File: config.mk
export PLATFORM = sky130hd
export DESIGN_NAME = mem_ctrl
export DESIGN_NICKNAME = d
export VERILOG_FILES = /design/src/rtl/mem_ctrl.sv
export SDC_FILE = /design/constraint.sdc
export NUM_CORES = 2
export LEC_CHECK = 0
export BUFFER_PORTS_ARGS = -buffer_cell sky130_fd_sc_hd__buf_2
export CORE_UTILIZATION = 55
export CTS_CLUSTER_DIAMETER = 80
export DETAILED_ROUTE_END_ITERATION = 6
export PLACE_DENSITY_LB_ADDON = 0.15
export SETUP_SLACK_MARGIN = 0.1
export SKIP_LAST_GASP = 1
export SLEW_MARGIN = 10
export SYNTH_ARGS = -nofsm -noshare
export SYNTH_HDL_FRONTEND = slang
export SYNTH_SLANG_ARGS = --single-unit
export TNS_END_PERCENT = 1
File: constraint.sdc
create_clock -name clk_i -period 12.7 [get_ports clk_i]
set_input_delay 2.54 -clock clk_i [delete_from_list [all_inputs] [get_ports clk_i]]
set_output_delay 2.54 -clock clk_i [all_outputs]
set_load 0.02 [all_outputs]
File: src/rtl/mem_ctrl.sv
// Main-memory responder on the snoopy bus: returns a line after a fixed latency
// and absorbs written-back or flushed lines.
module mem_ctrl #(
  parameter int unsigned ADDR_SIZE       = 32,
  parameter int unsigned CACHE_LINE_SIZE = 128,
  parameter int unsigned MEM_LINES       = 16,
  parameter int unsigned MEM_LATENCY     = 4
) (
  input  logic                       clk_i,
  input  logic                       rst_i,
  input  logic                       bus_valid_i,
  input  logic [1:0]                 bus_msg_i,
  input  logic [ADDR_SIZE-1:0]       bus_addr_i,
  input  logic                       flush_i,
  input  logic [CACHE_LINE_SIZE-1:0] flush_data_i,
  output logic [CACHE_LINE_SIZE-1:0] data_o,
  output logic                       data_valid_o,
  output logic                       busy_o,
  output logic                       overrun_o
);

  localparam int unsigned OFFSET = $clog2(CACHE_LINE_SIZE / 8);
  localparam int unsigned IDX_W  = $clog2(MEM_LINES);
  localparam int unsigned CNT_W  = 4;
  localparam logic [1:0]  MSG_WB = 2'b11;

  typedef enum logic [1:0] {S_IDLE, S_WAIT, S_RESP} state_t;

  state_t                     state;
  state_t                     state_nxt;
  logic [CNT_W-1:0]           cnt;
  logic [CNT_W-1:0]           cnt_nxt;
  logic [IDX_W-1:0]           idx;
  logic [IDX_W-1:0]           cap_idx;
  logic [IDX_W-1:0]           cap_idx_nxt;
  logic [CACHE_LINE_SIZE-1:0] mem [MEM_LINES];
  logic                       rd_start;
  logic                       wr_en;
  logic                       data_valid_nxt;
  logic [CACHE_LINE_SIZE-1:0] data_nxt;
  logic                       unused_addr;

  // Bits above the index alias onto the same line; bits below select bytes.
  assign idx         = bus_addr_i[OFFSET +: IDX_W];
  assign unused_addr = ^bus_addr_i;

  // Only an idle controller accepts a transaction; anything else is an overrun.
  assign rd_start = bus_valid_i && (state == S_IDLE) && !bus_msg_i[1] && !flush_i;
  assign wr_en    = bus_valid_i && (state == S_IDLE) && (flush_i || (bus_msg_i == MSG_WB));
  assign busy_o   = (state != S_IDLE);

  always_ff @(posedge clk_i) begin
    if (rst_i) begin
      state <= S_IDLE;
    end else begin
      state <= state_nxt;
    end
  end

  always_comb begin
    state_nxt   = state;
    cnt_nxt     = cnt;
    cap_idx_nxt = cap_idx;
    case (state)
      S_IDLE: begin
        if (rd_start) begin
          cap_idx_nxt = idx;
          cnt_nxt     = CNT_W'(MEM_LATENCY - 1);
          state_nxt   = (MEM_LATENCY > 1) ? S_WAIT : S_RESP;
        end
      end
      S_WAIT: begin
        cnt_nxt = cnt - CNT_W'(1);
        if (cnt == CNT_W'(1)) begin
          state_nxt = S_RESP;
        end
      end
      S_RESP:  state_nxt = S_IDLE;
      default: state_nxt = S_IDLE;
    endcase
  end

  // Fill data is read from the array on the edge entering RESP, so earlier writes are seen.
  always_comb begin
    data_valid_nxt = (state_nxt == S_RESP);
    data_nxt       = '0;
    if (data_valid_nxt) begin
      data_nxt = mem[cap_idx_nxt];
    end
  end

  always_ff @(posedge clk_i) begin
    if (rst_i) begin
      cnt          <= '0;
      cap_idx      <= '0;
      data_o       <= '0;
      data_valid_o <= 1'b0;
      overrun_o    <= 1'b0;
      for (int i = 0; i < int'(MEM_LINES); i++) begin
        mem[i] <= '0;
      end
    end else begin
      cnt          <= cnt_nxt;
      cap_idx      <= cap_idx_nxt;
      data_o       <= data_nxt;
      data_valid_o <= data_valid_nxt;
      if (bus_valid_i && (state != S_IDLE)) begin
        overrun_o <= 1'b1;
      end
      if (wr_en) begin
        mem[idx] <= flush_data_i;
      end
    end
  end

endmodule

==> reports/results.txt <==
The run finished with clean final reports. Counting the fill cells in the layout gives 13100. The signal on the critical path passes through buf_2 > nor3b_2 > nand2_1 > a31oi_4 > buf_4 > buf_4 > o221ai_1 > a32o_1. The worst setup path is captured at a flop. For the wire length of the first global-routing pass, the log shows 416 mm. The post-route standard cell area excluding fillers was 105000 um^2; the die extent in y was 418 um.

The share of the synthesized netlist area taken by xor and xnor gates was 0.0000922; the data required time of the critical path was 13.41 ns. The post-detailed-route DRC marker count is 0, and the number of storage elements in the synthesis netlist is 2188. The sum of routed wire length over all layers is 293 mm. The internal portion of the total power is 0.0119 W. The largest family of logic cells by synthesized area is simple AND/OR/NAND/NOR gates. For this run the aggregate overflow at the end of global routing stands at 0. At the later pin of the worst-skew pair, clock insertion delay measures 0.86 ns. The tools report the placement-stage cell area as 97900 um^2. The worst voltage drop across the vdd grid was 126 uV. Compound-cell area share of the yosys netlist: 0.0738.

Post-cts repair resize count: 0. For this block, the via count after detailed routing is 60100. Along the worst hold path, the cell count comes to 2.

Timing would allow up to 0.157 GHz. The transition time at the pin with the least slew margin came out at 1.27 ns. The leading register cell type out of synthesis was edfxtp_1.

Synthesized-area fraction occupied by adder cells: 0.000264. The average cell area after synthesis came out at 13.7 um^2. After clock tree synthesis, the clock-pin slew on the worst setup and hold paths is 0.06 ns.

In this design, the critical path's most frequently occurring cell is buf_4. The number of cells on the worst reg-to-reg path came out at 7. The cell area that synthesis handed to floorplanning was 95000 um^2.

The pre-antenna-repair detailed-routing pass consisted of 5 iterations. The die covers 174000 um^2. The proportion of total power due to net switching was 0.224; the headroom to the max-slew limit was 0.156.

The number of nets in the synthesized netlist is 7119, and the final critical delay including setup and external delays is 6.36 ns. The logs give 63 for the initial antenna violation count and 0.411 for the relative contribution of the clock network to total power. The final clock period utilization by the worst path was 0.501. The total global-route track usage is 0.333, and the routed length per placed instance is 31.2 um. Switching power: 0.00343 W. The worst setup path is launched from a primary input. The least setup slack across all paths after layout is 6.34 ns, and the share of async-settable or async-resettable flops after synthesis is 0. The maximum buffer depth of the clock tree was 3; the final RePlAce weighted congestion was 0.771. The tools report the largest net degree at the start of global routing as 132.

The first routing iteration left 7511 violations. Hold repair after CTS inserted 0 buffers. The clock sink count is 2188, and the area overhead of the layout relative to synthesis is 10.5%. The setup path with the least slack is of type in -> reg.

Arrival time of data at the critical path endpoint: 7.07 ns. The die is 418 um wide. Master of the slowest instance on the critical path: a31oi_4.

Between clock sinks in the finished design, the worst skew comes to 0.0375 ns. Grouping stages by cell kind, the critical path spends the most delay in buffers and inverters. The tree is rooted in a clkbuf_16. For the number of global-route vias before repair, the log shows 57900.

For the post-CTS setup repair buffer count, the log shows 0. The fraction of layout instances using a drive strength above 1 came out at 0.102. Synthesis produced 6951 cells. In this run the power density over the cells is 146 nW/um^2.

Adding up every negative setup slack in the final design gives 0 ns. The max-slew violation count is 0. Yosys mapped the design onto 48 distinct sky130hd cell types.

The proportion of power drawn by flip-flops and latches was 0.535; the number of enable-type register cells in the synthesized netlist was 2048. The sequential cell area fraction in the yosys report was 0.677. Counting both buffers and inverters, the worst setup path holds a total of 3.

The multiplexer fraction of the synthesized cell area came out at 0.0541. Before CTS, the worst setup slack after placement is 5.56 ns. Register-to-register path setup slack: 7.74 ns. The I/O pin count is 297, and the number of endpoints with negative hold slack in the final report is 0. The proportion of power drawn by combinational gates was 0.055; the simple-gate share of the synthesized area was 0.165.

In this run the tool buffered the top-level ports with 268 buffer cells. Yosys printed 0 warnings. Across the run, the number of max-cap violations was 0.

TritonCTS built the clock tree. The initialized floorplan defines 152 standard-cell rows. The critical path crosses 8 cells after its start point. The peak per-stage delay on the critical path is 1.17 ns, and the number of vias per cell is 6.39.

Setup repair after global routing left no endpoint under its margin. CTS built an H-tree with a depth of 4. The leakage power figure is 40.9 nW, and the final setup violation count is 0. The count of nets left with antenna violations after detail routing is 0. The path class of the tightest hold or removal check is reg -> reg. The tools report the layout net count as 7046. CTS buffer count: 219.

Of all nets on the critical path, the largest fanout is 48. The tools report the area of the core region as 172000 um^2. The effective utilization at floorplan was 0.554; the detailed-placement wirelength estimate was 131 mm.
-- path summary, 6_finish.rpt --
| path | startpoint | to |
|---|---|---|
| worst min-delay path | overrun_o | overrun_o |
| worst min register to register | overrun_o | overrun_o |
| worst max register to register | state[0] | data_o[125] |
| worst max-delay path | bus_valid_i | data_o[125] |
-- metal layers --
metal  vias to the layer above  share of wire  GRT usage
li1                      25400              -          -
met1                     30600           0.38      0.439
met2                      3415           0.49      0.557
met3                       702          0.093     0.0492
met4                        28          0.040      0.133
met5                         -        0.00055          0
-- power groups by stage --
stage	Sequential (W)	Combinational, W	Clock, W
after floorplan	0.00835	0.000455	0
after global placement	0.00834	0.000813	0
after detailed placement	0.00835	0.000825	0
after CTS	0.00820	0.000827	0.00632
after global routing	0.00822	0.000871	0.00659
final	0.00820	0.000838	0.00630
-- layout by cell type, fill, tap and decap left out, types with 3 or more instances in the layout --
master / n
diode_2: 26
nor2_4: 17
and2_1: 2048
o221ai_1: 256
edfxtp_1: 2048
inv_1: 8
a21oi_1: 6
and3_1: 3
clkbuf_1: 87
nand3_1: 102
clkbuf_8: 29
dfxtp_1: 140
clkbuf_16: 223
mux2i_1: 513
buf_2: 268
a22o_1: 29
clkinv_1: 29
nor3_1: 11
clkinv_2: 23
a31oi_4: 7
a221o_1: 99
nor2_1: 10
bufinv_16: 9
buf_12: 27
buf_4: 80
nor3_2: 4
nand2_1: 523
a221oi_1: 158
a32o_1: 99
inv_6: 4
or2_4: 16
a31oi_1: 157
-- cells by family after synthesis --
group                    count (synthesis)
AO/OA/AOI/OAI                          821
XOR/XNOR                                 1
adder cells (fa/ha/maj)                  2
buffers and inverters                  677
flip-flops                            2188
multiplexers                           513
AND/OR/NAND/NOR                       2749
-- worst min-delay path, stage by stage, from the launching register on --
cell and delay [ns]:
dfxtp_1 0.33, a21oi_1 0.05, nor2_1 0.07
-- state kept, by name, summed over array words and instances (netlist names) --
signal,flops
data_valid_o,1
cnt,4
overrun_o,1
mem,2048
cap_idx,4
state,2
data_o,128
-- cell usage after synthesis (all sizes together) (29+ instances only) --
| cell type | number | area [um^2] |
|---|---|---|
| a221o | 99 | 991 |
| edfxtp | 2048 | 61500 |
| nand3 | 102 | 510 |
| a22o | 29 | 254 |
| buf | 152 | 813 |
| nand2 | 524 | 1970 |
| a221oi | 158 | 1380 |
| and2 | 2048 | 12800 |
| dfxtp | 140 | 2800 |
| mux2i | 513 | 5130 |
| clkbuf | 517 | 1940 |
| a32o | 99 | 991 |
| a31oi | 164 | 1030 |
| o221ai | 256 | 2240 |
-- per-stage QoR --
step,total power [W],hold slack (ns),util,std cells
finish,0.0153,0.489,0.612,9403
global route,0.0157,0.565,0.611,9395
CTS,0.0154,0.499,0.611,9377
detailed placement,0.00918,0.485,0.571,8967
global placement,0.00915,0.449,0.571,8967
floorplan,0.00880,0.482,-,6951
-- final cells by class --
type	count	area (um^2)	share of cell area
tap	2310	2890	0.0276
clock buffer	339	6310	0.0601
clock inverter	71	608	0.00580
multi-input combinational	4086	28200	0.269
antenna	26	65.1	0.000620
timing repair buffer	375	2480	0.0237
inverter	8	30.0	0.000286
sequential	2188	64300	0.613
Note: power is estimated with default switching activity, not from simulation.
